<file path="config.mk">
export PLATFORM = sky130hd
export DESIGN_NAME = wb_store_buffer
export DESIGN_NICKNAME = d
export VERILOG_FILES = /design/src/rtl/wb_store_buffer.sv
export SDC_FILE = /design/constraint.sdc
export NUM_CORES = 1
export LEC_CHECK = 0
export BUFFER_PORTS_ARGS = -buffer_cell sky130_fd_sc_hd__buf_2
export CAP_MARGIN = 20
export CORE_ASPECT_RATIO = 2
export CORE_MARGIN = 2
export CORE_UTILIZATION = 40
export CTS_BUF_LIST = sky130_fd_sc_hd__clkbuf_4 sky130_fd_sc_hd__clkbuf_8
export DETAILED_ROUTE_END_ITERATION = 10
export SETUP_SLACK_MARGIN = 0.5
export SYNTH_ARGS = -nofsm -noshare
export SYNTH_HDL_FRONTEND = slang
export SYNTH_SLANG_ARGS = --single-unit
export TNS_END_PERCENT = 10
</file>
<file path="constraint.sdc">
create_clock -name CLK -period 5.07 [get_ports CLK]
set_clock_uncertainty 0.2 [all_clocks]
set_input_delay 0 -clock CLK [delete_from_list [all_inputs] [get_ports CLK]]
set_output_delay 0 -clock CLK [all_outputs]
set_load 0.1 [all_outputs]
</file>
<file path="src/rtl/wb_store_buffer.sv">
// Posted-store buffer between writeback and the dcache write port: in-order FIFO drain,
// granule-level load conflict detection and a drain/empty handshake for serialising ops.
module wb_store_buffer #(
  parameter int unsigned DEPTH = 4,
  parameter int unsigned CNT_W = 3
) (
  input  logic              CLK,
  input  logic              CLR,
  input  logic              WB_st_valid,
  input  logic [31:0]       WB_st_address,
  input  logic [63:0]       WB_st_data,
  input  logic [1:0]        WB_st_size,
  output logic              WB_st_accept,
  output logic              DC_wr_req,
  output logic [31:0]       DC_wr_address,
  output logic [63:0]       DC_wr_data,
  output logic [1:0]        DC_wr_size,
  input  logic              DC_wr_ready,
  input  logic              MEM_ld_check,
  input  logic [31:0]       MEM_ld_address,
  output logic              MEM_ld_conflict,
  input  logic              SB_drain,
  output logic              SB_empty,
  output logic [CNT_W-1:0]  SB_count
);

  localparam int unsigned PTR_W = (DEPTH > 1) ? $clog2(DEPTH) : 1;
  localparam logic [CNT_W-1:0] DEPTH_CNT = CNT_W'(DEPTH);
  localparam logic [CNT_W-1:0] ONE_CNT = CNT_W'(1);

  typedef enum logic [1:0] {StIdle, StActive, StDrain} state_e;

  state_e           r_state;
  state_e           w_state_d;
  logic [PTR_W-1:0] r_head;
  logic [PTR_W-1:0] r_tail;
  logic [CNT_W-1:0] r_count;
  logic [DEPTH-1:0] r_valid;
  logic [31:0]      r_addr [DEPTH];
  logic [63:0]      r_data [DEPTH];
  logic [1:0]       r_size [DEPTH];

  logic             w_push;
  logic             w_pop;
  logic [DEPTH-1:0] w_match;
  logic             w_push_match;

  // Acceptance uses start-of-cycle occupancy only; a same-cycle pop never frees a slot early.
  assign WB_st_accept  = (r_count < DEPTH_CNT) & ~SB_drain & (r_state != StDrain);
  assign w_push        = WB_st_valid & WB_st_accept;
  assign DC_wr_req     = r_valid[r_head];
  assign w_pop         = DC_wr_req & DC_wr_ready;
  assign DC_wr_address = r_addr[r_head];
  assign DC_wr_data    = r_data[r_head];
  assign DC_wr_size    = r_size[r_head];
  assign SB_empty      = (r_count == '0);
  assign SB_count      = r_count;

  // Overlap is judged at 8-byte granule regardless of access size.
  for (genvar g = 0; g < DEPTH; g++) begin : g_match
    assign w_match[g] = r_valid[g] & (r_addr[g][31:3] == MEM_ld_address[31:3]);
  end
  assign w_push_match    = w_push & (WB_st_address[31:3] == MEM_ld_address[31:3]);
  assign MEM_ld_conflict = MEM_ld_check & ((|w_match) | w_push_match);

  always_ff @(posedge CLK or negedge CLR) begin
    if (!CLR) begin
      r_head  <= '0;
      r_tail  <= '0;
      r_count <= '0;
      r_valid <= '0;
      r_addr  <= '{default: '0};
      r_data  <= '{default: '0};
      r_size  <= '{default: '0};
    end else begin
      if (w_pop) begin
        r_valid[r_head] <= 1'b0;
        r_head          <= r_head + 1'b1;
      end
      if (w_push) begin
        r_valid[r_tail] <= 1'b1;
        r_addr[r_tail]  <= WB_st_address;
        r_data[r_tail]  <= WB_st_data;
        r_size[r_tail]  <= WB_st_size;
        r_tail          <= r_tail + 1'b1;
      end
      if (w_push && !w_pop) begin
        r_count <= r_count + 1'b1;
      end else if (w_pop && !w_push) begin
        r_count <= r_count - 1'b1;
      end
    end
  end

  always_ff @(posedge CLK or negedge CLR) begin
    if (!CLR) begin
      r_state <= StIdle;
    end else begin
      r_state <= w_state_d;
    end
  end

  always_comb begin
    w_state_d = r_state;
    unique case (r_state)
      StIdle: begin
        if (w_push) w_state_d = StActive;
      end
      StActive: begin
        // Last entry leaving takes priority so a drain request never strands DRAIN at count 0.
        if (w_pop && !w_push && (r_count == ONE_CNT)) begin
          w_state_d = StIdle;
        end else if (SB_drain) begin
          w_state_d = StDrain;
        end
      end
      StDrain: begin
        if (w_pop && (r_count == ONE_CNT)) w_state_d = StIdle;
      end
      default: w_state_d = StIdle;
    endcase
  end

endmodule

</file>
==> results.toml, run 1 <==
[drt]
postRouteAntennaNets = 0
drt_iter0_drc = 494
finalWirelength_um = 53100
vias = 12200
wl_per_cell_um = 22.6
drc_errors = 0
dr.pass1.iters = 4
vias_per_cell = 5.17

[final_layout]
final_area_mm2 = 0.0243
area_growth_pct = 25.9
final_layout_size_suffix_gt1_share_pct = 49.8
final_common_cell = "dfrtp_1"
final_cell_mix = "dfrtp_1, mux2_2, buf_2, dlygate4sd3_1, mux4_2"
fin_nets = 1823
fill_cells = 4223
stdcell_count = 2350

[critical_path]
worstSetupEndpointType = "primary output"
critPathLaunchType = "input pin"
crit_path_max_fanout = 4
worstPathRequired_ps = 4870
cp_slowest_stage_delay_ps = 840
worst_ep_arrival_time_ps = 3560
worstPathBufferInverterCount = 4
cpLargestDelayFamily = "buffers and inverters"
crit_path_cell_trace = "dlygate4sd3_1 > dlygate4sd3_1 > buf_2 > xor2_1 > nor4_1 > nand2_1 > or4_1 > a41oi_2 > buf_2"
crit_slowest_cell = "nor4_1"
critPathKind = "input pin to primary output"

[clocking]
cts_tree = "done"
htreeDepth = 2
clk_pin_slew_ps = 70
ctsRootBufferMaster = "clkbuf_8"
ctsResizeCount = 0
numCtsBuffers = 58
clock_path_buffers = 3
cts_sinks = 405
clkLatencyLatePin_ps = 650

[hold_path]
hold_path.class = "input pin to flop"

[global_routing]
track_usage_pct = 21.6
overflow = 0
grt_max_degree = 140
grt_pass1_wl_um = 82300
grt_pass1_vias = 14000
antenna_found_initial = 2

[yosys]
avgSynthCellArea_um2 = 15.4
yosysWarnings = 0
synth_area_leaders = "dfrtp_1, mux2_2, mux4_2, xnor2_1, xor2_1"
yosys_register_bits = 405
syn_nets = 1402
synth-simple-area-share_pct = 2.39
syn_inst = 1252
ys_types = 30
synth-xor-area-share_pct = 6.81
yosys.area.top_type_share_pct = 52.5
synthAdderAreaFrac_pct = 0.908
yosys.area.top_type = "dfrtp_1"
synth_compound_area_share_pct = 0.246
synth_top_family_by_area = "multiplexers"
synth-seq-area-share_pct = 52.5
muxShareOfSynthArea_pct = 34.5
syn_area_mm2 = 0.0193

[timing]
period_minus_slack_ps = 3760
rsz0062_at_grt = "no"
tightest_slew_ps = 975
slew_headroom_pct = 34.4
hold_viol_final = 0
maxSlewViolCount = 0
fin_setup_tns_ps = 0
setup_viol = 0
setup_slack_ps = 1310
fin_crit_sh_pct = 74.2
fmax_mhz = 266

[floorplanning]
die_h_um = 315
num_io_pins = 241
rows = 113
core_area_mm2 = 0.0475
die_x_um = 159
die_area_mm2 = 0.0501
initial_utilization_pct = 40.6

[placement]
place.gp.congestion = 0.945
hpwl_um = 34500
placed_cells = 2042
port_buffers = 237
placed_area_mm2 = 0.0210
pre_cts_ws_ps = 1870

[pwr]
irDropWorstVdd_v = 0.000296
p_leak_nw = 12.3
powerDensity_mw_per_mm2 = 263
finalPower_w = 0.00639

[run]
maxCapViolCount = 0

[status]
status = "complete, no violations"
==> metrics by stage <==
stage	hold slack, ps	utilization [%]
final	58.2	51.1
after global routing	25.7	51.1
after CTS	8.44	51.1
after detailed placement	-11.8	44.2
after global placement	-25.2	44.2
after floorplan	-496	-
==> area by class of cell <==
cell class	instances	area (µm²)	share of cell area, %
well taps	632	791	3.26
multi-input cells	745	8680	35.8
diodes	1	2.50	0.0103
repair buffers	454	3390	14.0
clock inverters	8	48.8	0.201
flip-flops and latches	405	10100	41.8
clock buffers	96	1200	4.93
inverters	9	33.8	0.139
==> cells in the mapped netlist (all sizes together) <==
library cell	number
o32ai	1
and3	1
clkbuf	22
nor2b	1
nand4	22
nor3b	1
mux2	392
ha	14
nor4	20
nand2b	1
and3b	1
a22oi	1
a41oi	1
xor2	66
inv	9
mux4	99
xnor2	84
nand3	2
nand2	24
and2	2
or4	3
mux2i	2
o21ai	3
dfrtp	405
buf	71
nor2	4
==> cell families (layout without fill, tap and decap cells) <==
| logic type | after synthesis | in the layout |
|---|---|---|
| DFF | 405 | 405 |
| adders and majority gates | 14 | 14 |
| buffers and inverters | 102 | 567 |
| other | 0 | 1 |
| and+or+nand+nor | 82 | 82 |
| muxes | 493 | 493 |
| AOI/OAI and AO/OA | 6 | 6 |
| xor gates and xnor gates | 150 | 150 |
==> where the power goes <==
group	switching [W]	leakage, nW	internal (W)
Combinational	0.000223	6.01	0.000187
Clock	0.00127	0.668	0.00148
Sequential	0	5.64	0.00323
Total	0.00149	12.3	0.00490
==> final timing paths <==
| path | start | end | slack, ps | depth (start not counted) |
|---|---|---|---|---|
| setup / recovery | WB_st_address[20] | MEM_ld_conflict | 1310 | 9 |
| hold / removal | WB_st_address[31] | r_addr[127] | 60 | 3 |
| setup reg to reg | SB_count[2] | r_data[96] | 1920 | 5 |
| hold reg to reg | r_state[1] | r_state[0] | 270 | 1 |
| max in group asynchronous | CLR | r_data[133] | 3600 | 4 |
| min in group asynchronous | CLR | r_addr[68] | 420 | 4 |
==> worst min-delay path, delay by kind of cell <==
family / cells / cell delay, ps
buf+inv: 2 / 720
mux: 1 / 160
==> sequential cells by signal, indices dropped and copies added, names as in the netlist <==
signal    count
r_data      256
r_valid       4
r_size        8
r_addr      128
r_state       2
r_tail        2
r_head        2
SB_count      3
==> routing by layer <==
layer	up-vias	share of wire (%)	global-route usage, %
met1	6350	36	23.1
met4	2	6.2	12.9
met5	-	0.024	0
li1	5398	-	-
met2	301	53	39.9
met3	109	4.1	3.37
==> repair_timing <==
item                                    in CTS  in global routing
buffers inserted                             0                  0
endpoints found under the setup margin       0                  0
hold buffers                               203                  0
endpoints found under the hold margin      574                  0
(Power assumes the default switching activity.)
==> inputs of run 2 (changes only) <==
--- a/config.mk
+++ b/config.mk
@@ -5,6 +5,7 @@
 export SDC_FILE = /design/constraint.sdc
 export NUM_CORES = 1
 export LEC_CHECK = 0
+export ABC_AREA = 1
 export BUFFER_PORTS_ARGS = -buffer_cell sky130_fd_sc_hd__buf_2
 export CAP_MARGIN = 20
 export CORE_ASPECT_RATIO = 2
==> constraint.sdc (replaced) <==
create_clock -name CLK -period 3.5 [get_ports CLK]
set_clock_uncertainty 0.2 [all_clocks]
set_input_delay 0 -clock CLK [delete_from_list [all_inputs] [get_ports CLK]]
set_output_delay 0 -clock CLK [all_outputs]
set_load 0.1 [all_outputs]
==> run 2 against run 1 <==
  * Critical path type is now flop to primary output
  * Routed wire length is 30% higher
  * Highest routed layer unchanged
  * Register-to-register slack lost 1200 ps
  * Cell count is 52% higher
  * Largest cell class unchanged
==> results.toml, run 2 <==
[yosys]
yosys.area.top_type = "dfrtp_1"
syn_nets = 2679
syn_area_mm2 = 0.0200
yosys-top-cells-count = "nand2_1, o21ai_0, dfrtp_1, nor2_1, inv_1"
synth-seq-area-share_pct = 50.8
syn_inst = 2529
synth_flop_cell = "dfrtp_1"
ys_types = 30
yosys.area.top_type_share_pct = 50.8
yosysWarnings = 0
yosysMostFrequentCell = "nand2_1"
synth-edff-count = 0
synth_async_sr_flop_share_pct = 100
synth_area_leaders = "dfrtp_1, nand2_1, o21ai_0, nor2_1, o21ai_1"
yosys_register_bits = 405
avgSynthCellArea_um2 = 7.89

[global_routing]
overflow = 0
grt_pass1_vias = 18600
grt_max_degree = 118
antenna_found_initial = 6
grt_pass1_wl_um = 106000
track_usage_pct = 26.5

[critical_path]
worstPathRequired_ps = 3300
reg2reg_depth = 11
crit_path_cell_trace = "buf_8 > o21ai_0 > o22ai_1 > buf_2"
r2r-end = "r_state[1]"
crit_slowest_cell = "dfrtp_4"
critPathLaunchType = "flop"
cp_slowest_stage_delay_ps = 630
critPathKind = "flop to primary output"
crit_path_max_fanout = 80
reg2reg_from = "r_head[1]"
cpLargestDelayFamily = "buffers and inverters"
worstSetupEndpointType = "primary output"
worst_ep_arrival_time_ps = 2750
worstPathBufferInverterCount = 2
reg2reg_slack_ps = 740

[timing]
tightest_slew_ps = 874
period_minus_slack_ps = 2950
fin_crit_sh_pct = 84.4
fmax_mhz = 339
setup_viol = 0
maxSlewViolCount = 0
fin_setup_tns_ps = 0
slew_headroom_pct = 41.3
rsz0062_at_grt = "yes"
hold_viol_final = 0

[hold_path]
whs_endpoint = "r_addr[1]"
min_from = "WB_st_address[1]"
hold_path.class = "input pin to flop"
whs_path_depth = 4

[final_layout]
largest_reg_flops = 256
fin_nets = 3026
reg_top3 = "r_data: 256 flops, r_addr: 128 flops, r_size: 8 flops"
final_cell_mix = "nand2_1, o21ai_0, dfrtp_1, nor2_1, inv_1"
area_growth_pct = 24.7
final_layout_size_suffix_gt1_share_pct = 13.7
fill_cells = 4868
largest_register = "r_data"
final_common_cell = "nand2_1"

[floorplanning]
die_x_um = 162
initial_utilization_pct = 40.6
num_io_pins = 241
rows = 115
core_area_mm2 = 0.0492
die_h_um = 320
die_area_mm2 = 0.0518

[clocking]
cts_tree = "done"
htreeDepth = 2
numCtsBuffers = 61
cts_sinks = 405
clock_path_buffers = 3
clkLatencyLatePin_ps = 660
ctsRootBufferMaster = "clkbuf_8"
clk_pin_slew_ps = 70

[drt]
postRouteAntennaNets = 0
drc_errors = 0
vias = 18600
finalWirelength_um = 69100
vias_per_cell = 5.20
wl_per_cell_um = 19.3
dr.pass1.iters = 6
drt_iter0_drc = 1240

[status]
status = "complete, no violations"

[placement]
port_buffers = 237
hpwl_um = 44800
place.gp.congestion = 0.985

[run]
maxCapViolCount = 0
[run 2: cell types whose count changed in the layout (fill, tap and decap cells not counted), moves of 176 or more]
cell	before	now
o21ai_0	3	449
nand2_1	20	647
o21ai_1	0	176
inv_1	9	217
mux2_2	392	0
nor2_1	4	237
[run 2: cells by family (layout without fill, tap and decap cells)]
| group | after synthesis | after routing | synth area share (%) |
|---|---|---|---|
| AND/OR/NAND/NOR | 923 | 923 | 17.9 |
| AO/OA/AOI/OAI | 750 | 750 | 19.4 |
| flip-flops | 405 | 405 | 50.8 |
| buffers and inverters | 382 | 781 | 8.58 |
| XOR/XNOR | 55 | 55 | 2.41 |
| adder cells (fa/ha/maj) | 14 | 14 | 0.878 |
| other | 0 | 3 | 0 |
[run 2: worst max path at each step]
stage,slack (ps),end,cells after the start,startpoint
3_5_place_dp,890,r_state[1],11,r_head[1]
5_1_grt,430,DC_wr_data[61],4,r_head[0]
2_1_floorplan,190,DC_wr_address[23],5,r_head[0]
4_1_cts,400,DC_wr_data[6],5,r_head[1]
6_report,550,DC_wr_data[61],4,r_head[0]
3_3_place_gp,880,r_state[1],11,r_head[1]
[run 2: repair_timing]
action	CTS	global route
buffers inserted	0	0
resized for setup	17	25
hold buffers	179	0
gates cloned	0	1
endpoints found under the setup margin	93	79
endpoints found under the hold margin	810	0
[run 2: final cells by class]
class,instances,area (µm²),area share [%]
multi-input cells,1742,8160,32.8
diodes,3,7.51,0.0302
clock inverters,13,95.1,0.382
well taps,643,805,3.23
clock buffers,102,1290,5.19
flip-flops and latches,405,10100,40.7
repair buffers,443,3540,14.2
inverters,223,857,3.44
[run 2: routing by layer]
metal | part of all wire (%) | GRT usage (%)
met2 | 50 | 46.5
met5 | 0.036 | 0
met3 | 5.7 | 4.62
met4 | 7.7 | 17.9
met1 | 37 | 28.8
[run 2: metrics by stage]
| step | hold WS, ps | instance area (µm²) | std cells | setup WS [ps] | utilization [%] |
|---|---|---|---|---|---|
| 2_1_floorplan | -496 | 20000 | 2529 | 192 | - |
| 3_3_place_gp | -212 | 21500 | 3276 | 877 | 43.8 |
| 3_5_place_dp | -202 | 21500 | 3276 | 886 | 43.8 |
| 4_1_cts | 5.37 | 24800 | 3570 | 401 | 50.4 |
| 5_1_grt | 49.6 | 24900 | 3574 | 432 | 50.6 |
| 6_report | 50.5 | 24900 | 3574 | 546 | 50.6 |
[run 2: worst min-delay path, stage by stage]
cell	delay, ps
dlygate4sd3_1	520
buf_2	130
inv_1	70
o21ai_1	130
Power of run 2 is left out: the tool's default activity adds up to more than one toggle a clock period on the data nets, which glitch-free logic cannot reach.
